<file path="src/rtl/prio_encoder_stream_pkg.sv">
// Shared constants and types for the streaming priority encoder.
// Build option: PRIO_ENCODER_ROUND_ROBIN_EN selects round-robin instead of highest-index-first.
package prio_encoder_pkg;

    localparam int N_DEFAULT = 4;
    localparam int W_DEFAULT = $clog2(N_DEFAULT);

    localparam int                   DUP_CNT_W   = 8;
    localparam logic [DUP_CNT_W-1:0] DUP_CNT_MAX = '1;

    typedef enum logic {
        EMPTY = 1'b0,
        FULL  = 1'b1
    } out_state_t;

endpackage

</file>
<file path="src/rtl/prio_encoder_stream_if.sv">
// Request/handshake bundle between request sources, the encoder and its consumer.
interface prio_encoder_stream_if
    import prio_encoder_pkg::*;
#(
    parameter int N = N_DEFAULT,
    parameter int W = $clog2(N)
);

    logic                 en;
    logic [N-1:0]         bcode;
    logic [W-1:0]         a;
    logic                 valid;
    logic                 ready;
    logic [N-1:0]         pend;
    logic [DUP_CNT_W-1:0] dup_cnt;

    // The master is the environment (sources plus consumer); the encoder is the slave.
    modport master (
        output en, bcode, ready,
        input  a, valid, pend, dup_cnt
    );

    modport slave (
        input  en, bcode, ready,
        output a, valid, pend, dup_cnt
    );

endinterface

</file>
<file path="src/rtl/prio_encoder_stream_pick.sv">
// Combinational find-first-set over N request bits, searching from a rotation offset.
// DESCEND=1 searches N-1 down to 0 and ignores the offset.
module prio_pick #(
    parameter int N       = 4,
    parameter int W       = $clog2(N),
    parameter bit DESCEND = 1'b1
) (
    input  logic [N-1:0] req,
    input  logic [W-1:0] offset,
    output logic         found,
    output logic [W-1:0] idx
);

    logic [W-1:0] cand;

    // W-bit addition wraps modulo N because N is a power of two.
    always_comb begin
        found = 1'b0;
        idx   = '0;
        cand  = '0;
        for (int j = 0; j < N; j++) begin
            cand = DESCEND ? W'(N - 1 - j) : offset + W'(j);
            if (!found && req[cand]) begin
                found = 1'b1;
                idx   = cand;
            end
        end
    end

endmodule

</file>
<file path="src/rtl/prio_encoder_stream.sv">
// Sticky request capture plus a one-entry valid/ready output stage issuing encoded indices.
// Build option: PRIO_ENCODER_ROUND_ROBIN_EN adds a rotating search pointer.
module prio_encoder_stream
    import prio_encoder_pkg::*;
#(
    parameter int N = N_DEFAULT,
    parameter int W = $clog2(N)
) (
    input logic                  clk,
    input logic                  rst_n,
    prio_encoder_stream_if.slave bus
);

    out_state_t           state_q, state_d;
    logic [N-1:0]         pend_q, pend_d;
    logic [N-1:0]         clr_mask, set_mask;
    logic [W-1:0]         a_q, a_d;
    logic [DUP_CNT_W-1:0] dup_q, dup_d;
    logic                 dup_hit;
    logic                 load;
    logic                 pick_found;
    logic [W-1:0]         pick_idx;
    logic [W-1:0]         offset;

`ifdef PRIO_ENCODER_ROUND_ROBIN_EN
    localparam bit DESCEND = 1'b0;
    logic [W-1:0] ptr_q, ptr_d;
    assign offset = ptr_q;
    assign ptr_d  = load ? pick_idx + W'(1) : ptr_q;
`else
    localparam bit DESCEND = 1'b1;
    assign offset = '0;
`endif

    prio_pick #(
        .N       (N),
        .W       (W),
        .DESCEND (DESCEND)
    ) u_pick (
        .req    (pend_q),
        .offset (offset),
        .found  (pick_found),
        .idx    (pick_idx)
    );

    // NOTE: every variable gets a default first so no path leaves one unassigned (no latches).
    always_comb begin
        state_d  = state_q;
        a_d      = a_q;
        load     = 1'b0;
        clr_mask = '0;

        case (state_q)
            EMPTY: load = pick_found;
            FULL: begin
                if (bus.ready) begin
                    load = pick_found;
                    if (!pick_found) state_d = EMPTY;
                end
            end
            default: state_d = EMPTY;
        endcase

        if (load) begin
            state_d  = FULL;
            a_d      = pick_idx;
            clr_mask = {{(N-1){1'b0}}, 1'b1} << pick_idx;
        end

        // Set after clear, so a new request on the bit being issued survives.
        set_mask = bus.en ? bus.bcode : '0;
        pend_d   = (pend_q & ~clr_mask) | set_mask;
        dup_hit  = |(set_mask & pend_q & ~clr_mask);
        dup_d    = (dup_hit && dup_q != DUP_CNT_MAX) ? dup_q + DUP_CNT_W'(1) : dup_q;
    end

    // NOTE: state uses non-blocking assignments; reset is sampled on the clock edge only.
    always_ff @(posedge clk) begin
        if (!rst_n) begin
            state_q <= EMPTY;
            pend_q  <= '0;
            a_q     <= '0;
            dup_q   <= '0;
`ifdef PRIO_ENCODER_ROUND_ROBIN_EN
            ptr_q   <= '0;
`endif
        end else begin
            state_q <= state_d;
            pend_q  <= pend_d;
            a_q     <= a_d;
            dup_q   <= dup_d;
`ifdef PRIO_ENCODER_ROUND_ROBIN_EN
            ptr_q   <= ptr_d;
`endif
        end
    end

    assign bus.a       = a_q;
    assign bus.valid   = (state_q == FULL);
    assign bus.pend    = pend_q;
    assign bus.dup_cnt = dup_q;

endmodule

</file>
<file path="src/flat_wrapper.sv">
// flat-port wrapper written by rule: the top's interface ports become plain ports
module prio_encoder_stream_flat import prio_encoder_pkg::*;
#(
    parameter int N = N_DEFAULT,
    parameter int W = $clog2(N)
)
  (clk, rst_n, bus_en, bus_bcode, bus_ready, bus_a, bus_valid, bus_pend, bus_dup_cnt);
  prio_encoder_stream_if #(.N(N), .W(W)) bus_i ();
  input logic clk;
  input logic rst_n;
  input wire logic [$bits(bus_i.en)-1:0] bus_en;
  input wire logic [$bits(bus_i.bcode)-1:0] bus_bcode;
  input wire logic [$bits(bus_i.ready)-1:0] bus_ready;
  output wire logic [$bits(bus_i.a)-1:0] bus_a;
  output wire logic [$bits(bus_i.valid)-1:0] bus_valid;
  output wire logic [$bits(bus_i.pend)-1:0] bus_pend;
  output wire logic [$bits(bus_i.dup_cnt)-1:0] bus_dup_cnt;
  assign bus_i.en = bus_en;
  assign bus_i.bcode = bus_bcode;
  assign bus_i.ready = bus_ready;
  assign bus_a = bus_i.a;
  assign bus_valid = bus_i.valid;
  assign bus_pend = bus_i.pend;
  assign bus_dup_cnt = bus_i.dup_cnt;
  prio_encoder_stream #(.N(N), .W(W)) u_core (.clk(clk), .rst_n(rst_n), .bus(bus_i));
endmodule
</file>
<file path="config.mk">
export PLATFORM = sky130hd
export DESIGN_NAME = prio_encoder_stream_flat
export DESIGN_NICKNAME = d
export VERILOG_FILES = /design/src/rtl/prio_encoder_stream_pkg.sv /design/src/rtl/prio_encoder_stream_if.sv /design/src/rtl/prio_encoder_stream_pick.sv /design/src/rtl/prio_encoder_stream.sv /design/src/flat_wrapper.sv
export SDC_FILE = /design/constraint.sdc
export NUM_CORES = 1
export LEC_CHECK = 0
export CORE_UTILIZATION = 44
export DETAILED_ROUTE_END_ITERATION = 12
export PLACE_DENSITY_LB_ADDON = 0.12
export REMOVE_ABC_BUFFERS = 1
export SYNTH_ARGS = -nofsm -noshare
export SYNTH_HDL_FRONTEND = slang
export SYNTH_SLANG_ARGS = --single-unit
</file>
<file path="constraint.sdc">
create_clock -name clk -period 2.39 [get_ports clk]
set_clock_uncertainty 0.1 [all_clocks]
set_input_delay 0.478 -clock clk [delete_from_list [all_inputs] [get_ports clk]]
set_output_delay 0.478 -clock clk [all_outputs]
set_load 0.03 [all_outputs]
</file>
## Yosys cells after proc, flatten, opt, wreduce, memory -nomap -nowiden

Index checks and enable logic that the tools add are counted.

| word-level totals | value |
|---|---|
| flip-flop bits (word level) | 15 |
| bits of input ports | 8 |
| output and inout bits | 15 |
| logic and storage cells | 37 |

| cells by class | value |
|---|---|
| $add $sub $neg | 1 |
| eq/ne operators | 1 |
| shift operators | 1 |
| muxes and demuxes | 16 |
| bitwise gates (word level) | 6 |
| reductions and logical operators | 8 |

Operator list:

| kind | number |
|---|---|
| $and A4 B4 Y4 | 3 |
| $mux W1 | 9 |
| $add A8 B1 Y8 const B | 1 |
| $mux W2 | 4 |
| $mux W4 | 2 |
| $ne A8 B8 Y1 const B | 1 |
| $logic_and A1 B1 Y1 | 4 |
| $not A4 Y4 | 1 |
| $or A4 B4 Y4 | 1 |
| $reduce_or A4 Y1 | 1 |
| $shl A1 B2 Y4 const A | 1 |
| $logic_not A1 Y1 | 3 |
| $pmux W1 S2 | 1 |
| $not A1 Y1 | 1 |

## Longest topological paths before layout

Gate-level depths: netlist of run 1.

| logic depth | value |
|---|---|
| depth after elaboration | 17 |
| gate-level depth with buffers | 7 |

## By module

A second synthesis of run 1 with hierarchy kept.

| unflattened totals | value |
|---|---|
| cells, all modules | 97 |
| area, all modules | 813.3 um^2 |

Modules (own cells, without submodules):

| module | times used | cells each | area an instance (um^2) |
|---|---|---|---|
| prio_encoder_stream | 1 | 93 | 789.5 |
| prio_pick | 1 | 4 | 23.8 |

## Worst setup path before layout of run 1

OpenSTA, ideal clock, no wires.

| path | value |
|---|---|
| path type | flip-flop to flip-flop |
| start | reg u_core.state_q, in the netlist u_core.bus.valid |
| end | reg u_core.dup_q[3], in the netlist u_core.bus.dup_cnt[3] |
| data arrival time | 1.860 ns |
| required time | 2.218 ns |
| setup slack | 0.358 ns |
| cell stages (with the launch flop) | 8 |
| period minus slack after synthesis | 2.032 ns |
| cell sequence | dfxtp_1 > nor2b_2 > buf_4 > o21ai_1 > o221a_4 > a32oi_4 > and4_4 > mux2i_1 |

| between the ends | value |
|---|---|
| longest elaborated chain between the ends | 7 |

Ends and longest elaborated chain:

| item | line | RTL |
|---|---|---|
| start, declared | prio_encoder_stream.sv:14 | `out_state_t state_q, state_d;` |
| start signal, assigned | prio_encoder_stream.sv:88 | `state_q <= state_d;` |
| $not A1 Y1 | prio_encoder_stream.sv:53 | `case (state_q)` |
| $pmux W1 S2 * | prio_encoder_stream.sv:53 |  |
| $mux W4 * | prio_encoder_stream.sv:64 | `if (load) begin` |
| $not A4 Y4 * | prio_encoder_stream.sv:73 | `dup_hit = \|(set_mask & pend_q & ~clr_mask);` |
| $and A4 B4 Y4 * | prio_encoder_stream.sv:73 |  |
| $reduce_or A4 Y1 * | prio_encoder_stream.sv:73 |  |
| $logic_and A1 B1 Y1 * | prio_encoder_stream.sv:74 | `dup_d = (dup_hit && dup_q != DUP_CNT_MAX) ? dup_q + DUP_CNT_W'(1) : dup_q;` |
| end signal, assigned | prio_encoder_stream.sv:91 | `dup_q <= dup_d;` |
| end, declared | prio_encoder_stream.sv:18 | `logic [DUP_CNT_W-1:0] dup_q, dup_d;` |

Every way passes the cells marked *; elsewhere a longest branch is shown, timed or not.
A chain may end at the register's enable or synchronous reset.

## Final worst setup path of run 1

| path | value |
|---|---|
| start | in bus_ready |
| end | reg u_core.dup_q[3], in the netlist u_core.bus.dup_cnt[3] |

| between the ends | value |
|---|---|
| longest elaborated chain between the ends | 7 |

Ends and longest elaborated chain:

| item | line | RTL |
|---|---|---|
| start, declared | flat_wrapper.sv:13 | `input wire logic [$bits(bus_i.ready)-1:0] bus_ready;` |
| $mux W1 | prio_encoder_stream.sv:56 | `if (bus.ready) begin` |
| $pmux W1 S2 | prio_encoder_stream.sv:53 |  |
| $mux W4 | prio_encoder_stream.sv:64 |  |
| $not A4 Y4 | prio_encoder_stream.sv:73 |  |
| $and A4 B4 Y4 | prio_encoder_stream.sv:73 |  |
| $reduce_or A4 Y1 | prio_encoder_stream.sv:73 |  |
| $logic_and A1 B1 Y1 | prio_encoder_stream.sv:74 |  |

Every way passes these cells.

==> results of run 1 <==
[power breakdown]
part	switching [mW]	internal, mW
combinational	0.0484	0.0466
clock	0.0817	0.0647
sequential	0.00935	0.259
total	0.139	0.370
[cell type report]
cell class | instances | share of cell area (%)
inverter | 3 | 1.08
tap | 16 | 1.92
timing repair buffer | 27 | 24.7
clock buffer | 4 | 2.52
sequential | 15 | 28.8
multi-input combinational | 62 | 40.9
[worst max-delay path by stage]
stage                     startpoint                    end  cells after the start
detailed placement         bus_ready  u_core.bus.dup_cnt[3]                      7
floorplan           u_core.bus.valid  u_core.bus.dup_cnt[3]                      6
finish                     bus_ready  u_core.bus.dup_cnt[3]                      7
global placement           bus_ready  u_core.bus.dup_cnt[3]                      7
global route               bus_ready  u_core.bus.dup_cnt[3]                      7
CTS                        bus_ready  u_core.bus.dup_cnt[3]                      7
[state kept, by name (all words and copies together), names as in the netlist]
signal / count
u_core.bus.dup_cnt: 8
u_core.bus.pend: 4
u_core.bus.a: 2
u_core.bus.valid: 1
[Yosys cell counts, types with 2 or more instances]
master    number
a21oi_1       10
and3_1         3
clkbuf_1       2
dfxtp_1       15
inv_1          3
mux2i_1        2
nand2_1       10
nand2b_1       2
nand3_1        2
nor2_1         6
o21ai_0        6
or2_4          2
[worst max-delay path, delay by kind of cell]
| family | cells | cell delay, ns |
|---|---|---|
| AOI/OAI and AO/OA | 3 | 0.67 |
| buffers and inverters | 1 | 0.41 |
| muxes | 1 | 0.16 |
| and+or+nand+nor | 2 | 0.51 |
[per-stage QoR]
stage	instance area (sq um)	cells	worst slack, ns	hold WS (ns)
final	1040	127	0.270	0.385
after global routing	1040	127	0.168	0.443
after CTS	1040	127	0.274	0.395
after detailed placement	1020	123	-0.0184	0.383
after global placement	1020	123	0.0516	0.365
after floorplan	738	80	0.309	0.494
[metal layers]
metal / vias up / track usage (%)
met2: 17 / 32.7
met5: - / 0
met4: 0 / 9.38
li1: 356 / -
met1: 347 / 26.2
met3: 2 / 3.75
[cells by family (layout without fill, tap and decap cells)]
kind of cell / after synthesis / count (layout) / synth area share (%)
simple gates: 32 / 32 / 22.8
flops: 15 / 15 / 39.9
mux: 2 / 2 / 2.66
fa+ha+maj: 1 / 1 / 1.66
compound gates: 26 / 26 / 28.4
buf+inv: 6 / 34 / 3.49
xor+xnor: 1 / 1 / 1.16
==> results.sh, run 1 <==
export IMPL_synth_seq_cells=15
export IMPL_syn_mean_instance_area_sq_um=9.07
export IMPL_insertion_delay_ns=0.28
export IMPL_min_to="u_core.bus.a[1]"
export IMPL_wl_met3_um=61
export IMPL_p_leak_nw=0.397
export IMPL_async_flop_share_pct=0
export IMPL_diodes=0
export IMPL_hold_violations=0
export IMPL_drt_first_pass_iters=4
export IMPL_initial_core_util_pct=48.3
export IMPL_cts_root_buffer="clkbuf_4"
export IMPL_cts_made_buffers=3
export IMPL_drv_cap=0
export IMPL_max_stage_delay_ns=0.41
export IMPL_antenna_found_initial=0
export IMPL_drive_above_1_share_pct=15.3
export IMPL_start_kind="input port"
export IMPL_routed_wl_met2_um=768
export IMPL_rsz0062_at_grt="no"
export IMPL_synth_area_sq_um=753
export IMPL_synthFlopType="dfxtp_1"
export IMPL_cts_buffer_depth=2
export IMPL_holdCritPathClass="reg2reg"
export IMPL_post_cts_setup_buffer_count=0
export IMPL_drc=0
export IMPL_mostFrequentLayoutCells="clkdlybuf4s50_1 (22), dfxtp_1 (15), nand2_1 (10), a21oi_1 (10)"
export IMPL_place_hpwl_um=1200
export IMPL_path_max_fanout=6
export IMPL_grt_pass1_vias=679
export IMPL_path_clk_slew_ns=0.09
export IMPL_fillers=139
export IMPL_ir_drop_mv=0.382
export IMPL_place_congestion=0.774
export IMPL_hp_start="u_core.bus.a[1]"
export IMPL_routedWlPerCell_um=12.6
export IMPL_multi_input_area_sq_um=427
export IMPL_grt_pass1_wl_um=2860
export IMPL_ff2ff_setup_slack_ns=0.51
export IMPL_via_per_inst=5.69
export IMPL_fin_crit_sh_pct=88.7
export IMPL_cp_data_required_time_ns=2.51
export IMPL_critical_path_class="in2reg"
export IMPL_regArea_sq_um=300
export IMPL_path_cells="clkdlybuf4s50_1 > nor2b_2 > o21ai_1 > o221a_4 > a32oi_4 > and4_4 > mux2i_1"
export IMPL_worst_slew_pin_slew_ns=0.429
export IMPL_worstPathArrival_ns=2.24
export IMPL_yosys_area_top_type_share_pct=39.9
export IMPL_fin_util_pct=66.9
export IMPL_r2r_end="u_core.bus.dup_cnt[5]"
export IMPL_coreArea_sq_um=1560
export IMPL_num_vias=722
export IMPL_worst_path_max_delay_cell="clkdlybuf4s50_1"
export IMPL_holdPathStages=2
export IMPL_tritoncts="built"
export IMPL_drt_iter0_drc=9
export IMPL_yosysTopAreaCell="dfxtp_1"
export IMPL_setup_violations=0
export IMPL_finalPower_mw=0.510
export IMPL_num_rows=14
export IMPL_die_area_sq_um=1880
export IMPL_die_w_um=43.4
export IMPL_drv_slew=0
export IMPL_fmax_ghz=0.472
export IMPL_maxSlewHeadroom_pct=70.7
export IMPL_cts_resized=0
export IMPL_io_pins=23
export IMPL_final_common_cell="clkdlybuf4s50_1"
export IMPL_wl_um=1600
export IMPL_numPortBuffers=22
export IMPL_synth_area_top_cells="dfxtp_1 (40%), a21oi_1 (6.6%), nand2_1 (5.0%)"
export IMPL_synth_edf_count=0
export IMPL_holdBufCountCts=0
export IMPL_grt_overflow=0
export IMPL_endpoint_kind="register"
export IMPL_grt_max_degree=12
export IMPL_outcome="finished, final reports clean"
export IMPL_r2r_start="u_core.bus.pend[3]"
export IMPL_postSynthCellCount=83
export IMPL_antenna_left=0
export IMPL_cts_num_sinks=15
export IMPL_ys_warnings_count=0
export IMPL_finalSetupTns_ns=0
export IMPL_area_delta_synth_final_pct=38.4
export IMPL_post_route_min_period_ns=2.12
export IMPL_pwr_density_cell_nw_per_um2=489
export IMPL_ff2ff_path_depth=7
export IMPL_nNetsFinal=121
export IMPL_drt_met1_wl_um=759
export IMPL_highest_layer="met4"
export IMPL_synth_distinct_cells=32
export IMPL_grtUsageTotal_pct=20.2
export IMPL_h_tree_depth=1
export IMPL_dieHeight_um=43.4
export IMPL_seq_area_frac_synth_pct=39.9
Power figures use the tool's default switching activity.
==> inputs of run 2 (changes only) <==
--- a/config.mk
+++ b/config.mk
@@ -9,6 +9,7 @@
 export DETAILED_ROUTE_END_ITERATION = 12
 export PLACE_DENSITY_LB_ADDON = 0.12
 export REMOVE_ABC_BUFFERS = 1
+export SETUP_SLACK_MARGIN = 0.1
 export SYNTH_ARGS = -nofsm -noshare
 export SYNTH_HDL_FRONTEND = slang
 export SYNTH_SLANG_ARGS = --single-unit
==> constraint.sdc (replaced) <==
create_clock -name clk -period 2.18 [get_ports clk]
set_clock_uncertainty 0.1 [all_clocks]
set_input_delay 0.436 -clock clk [delete_from_list [all_inputs] [get_ports clk]]
set_output_delay 0.436 -clock clk [all_outputs]
set_load 0.03 [all_outputs]
==> run 2 against run 1 <==
  * Final area rose by 2.5%
  * Clock power is 9% higher
  * Worst setup slack lost 0.14 ns
  * Global-route usage is 1.9 points lower
  * Combinational power grew 14%
  * Register-to-register slack got worse by 0.20 ns
  * Non-clock buffer count increased by 2
  * Sequential cell count is the same
  * Via count decreased by 0.97%
  * Sequential power grew 9.7%
  * Sequential share of layout area down 0.71 points
  * Critical path type is now reg2out
  * Largest cell class unchanged
==> results.sh, run 2 (synthesized netlist as in run 1, its figures left out) <==
export IMPL_setup_violations=0
export IMPL_num_vias=715
export IMPL_critical_path_buf_inv_count=1
export IMPL_post_place_cells=125
export IMPL_min_to="u_core.bus.a[1]"
export IMPL_grt_max_degree=12
export IMPL_coreArea_sq_um=1560
export IMPL_drt_iter0_drc=8
export IMPL_place_congestion=0.781
export IMPL_drc=0
export IMPL_critical_path_class="reg2out"
export IMPL_dieHeight_um=43.4
export IMPL_numPortBuffers=22
export IMPL_drv_cap=0
export IMPL_final_common_cell="clkdlybuf4s50_1"
export IMPL_ff2ff_path_depth=7
export IMPL_drv_slew=0
export IMPL_routedWlPerCell_um=12.2
export IMPL_antenna_found_initial=0
export IMPL_outcome="finished, final reports clean"
export IMPL_holdWs_ns=0.373
export IMPL_holdCritPathClass="reg2reg"
export IMPL_num_rows=14
export IMPL_tritoncts="built"
export IMPL_cts_made_buffers=3
export IMPL_cp_data_required_time_ns=1.64
export IMPL_r2r_end="u_core.bus.dup_cnt[5]"
export IMPL_path_cells="clkdlybuf4s50_1"
export IMPL_finalSetupTns_ns=0
export IMPL_h_tree_depth=1
export IMPL_start_kind="register"
export IMPL_hold_violations=0
export IMPL_nNetsFinal=123
export IMPL_cts_resized=0
export IMPL_wl_um=1570
export IMPL_via_per_inst=5.54
export IMPL_insertion_delay_ns=0.28
export IMPL_ir_drop_mv=0.364
export IMPL_endpoint_kind="output port"
export IMPL_maxSlewHeadroom_pct=70.3
export IMPL_die_w_um=43.4
export IMPL_path_clk_slew_ns=0.09
export IMPL_instances_no_fill=129
export IMPL_drive_above_1_share_pct=17.7
export IMPL_antenna_left=0
export IMPL_largest_reg_flops=8
export IMPL_initial_core_util_pct=48.3
export IMPL_hp_start="u_core.bus.a[1]"
export IMPL_dpl_cell_area_sq_um=1030
export IMPL_r2r_start="u_core.bus.pend[3]"
export IMPL_pwr_density_cell_nw_per_um2=525
export IMPL_path_max_fanout=6
export IMPL_cts_num_sinks=15
export IMPL_cts_root_buffer="clkbuf_4"
export IMPL_holdPathStages=2
export IMPL_mostFrequentLayoutCells="clkdlybuf4s50_1 (21), dfxtp_1 (15), nand2_1 (10), a21oi_1 (10), buf_4 (7)"
export IMPL_finalPower_mw=0.561
export IMPL_area_delta_synth_final_pct=41.9
export IMPL_worstPathArrival_ns=1.52
export IMPL_max_stage_delay_ns=0.73
export IMPL_holdBufCountCts=0
export IMPL_cts_buffer_depth=2
export IMPL_worst_slew_pin_slew_ns=0.434
export IMPL_grt_overflow=0
export IMPL_fin_area_sq_um=1070
export IMPL_io_pins=23
export IMPL_critPathTopFamily="buffers and inverters"
export IMPL_p_leak_nw=0.418
export IMPL_fin_crit_sh_pct=94.1
export IMPL_grt_pass1_vias=628
export IMPL_place_hpwl_um=1170
export IMPL_worst_path_max_delay_cell="clkdlybuf4s50_1"
export IMPL_grt_pass1_wl_um=2570
export IMPL_post_cts_setup_buffer_count=0
export IMPL_grtUsageTotal_pct=18.3
export IMPL_rsz0062_at_grt="no"
export IMPL_post_route_min_period_ns=2.05
export IMPL_die_area_sq_um=1880
export IMPL_diodes=0
export IMPL_fmax_ghz=0.487
export IMPL_drt_first_pass_iters=4
export IMPL_ff2ff_setup_slack_ns=0.31
export IMPL_fillers=123
## run 2: cell count changes in the layout (fill, tap and decap cells not counted), sizes merged
cell           before  now
buf                 5    7
dlymetal6s2s        0    1
clkdlybuf4s50      22   21
## run 2: worst max-delay path by stage
stage                             from               endpoint  cells past startpoint  slack (ns)
floorplan             u_core.bus.valid  u_core.bus.dup_cnt[3]                      6         0.1
global placement             bus_ready  u_core.bus.dup_cnt[3]                      7       -0.12
detailed placement           bus_ready  u_core.bus.dup_cnt[3]                      7       -0.17
CTS                          bus_ready  u_core.bus.dup_cnt[3]                      7        0.12
global route        u_core.bus.pend[1]            bus_pend[1]                      1        0.10
finish              u_core.bus.pend[1]            bus_pend[1]                      1        0.13
## run 2: routing by layer
layer  wire (um)  GRT usage [%]  share of wire [%]
met5           0              0                  0
met1         765           23.3                 49
met3          60           3.75                3.8
met2         722           29.4                 46
met4          25           9.38                1.6
## run 2: layout make-up
class                      instances  area [sq um]  area share [%]
sequential                        15           300            28.1
timing repair buffer              29           275            25.8
tap                               16          20.0            1.87
clock buffer                       4          26.3            2.46
multi-input combinational         62           435            40.7
inverter                           3          11.3            1.05
## run 2: worst min-delay path, stage by stage (launching register included)
cell,delay (ns)
dfxtp_1,0.32
o21ai_0,0.06
a21oi_1,0.06
## run 2: through the flow
step	utilization [%]	setup slack (ns)
finish	68.5	0.128
global route	68.5	0.104
CTS	67.8	0.116
detailed placement	66.1	-0.167
global placement	66.1	-0.119
floorplan	-	0.0994
## run 2: report_power, final
part           internal, mW  switching (mW)
clock                0.0710          0.0877
combinational        0.0536          0.0545
sequential            0.284          0.0104
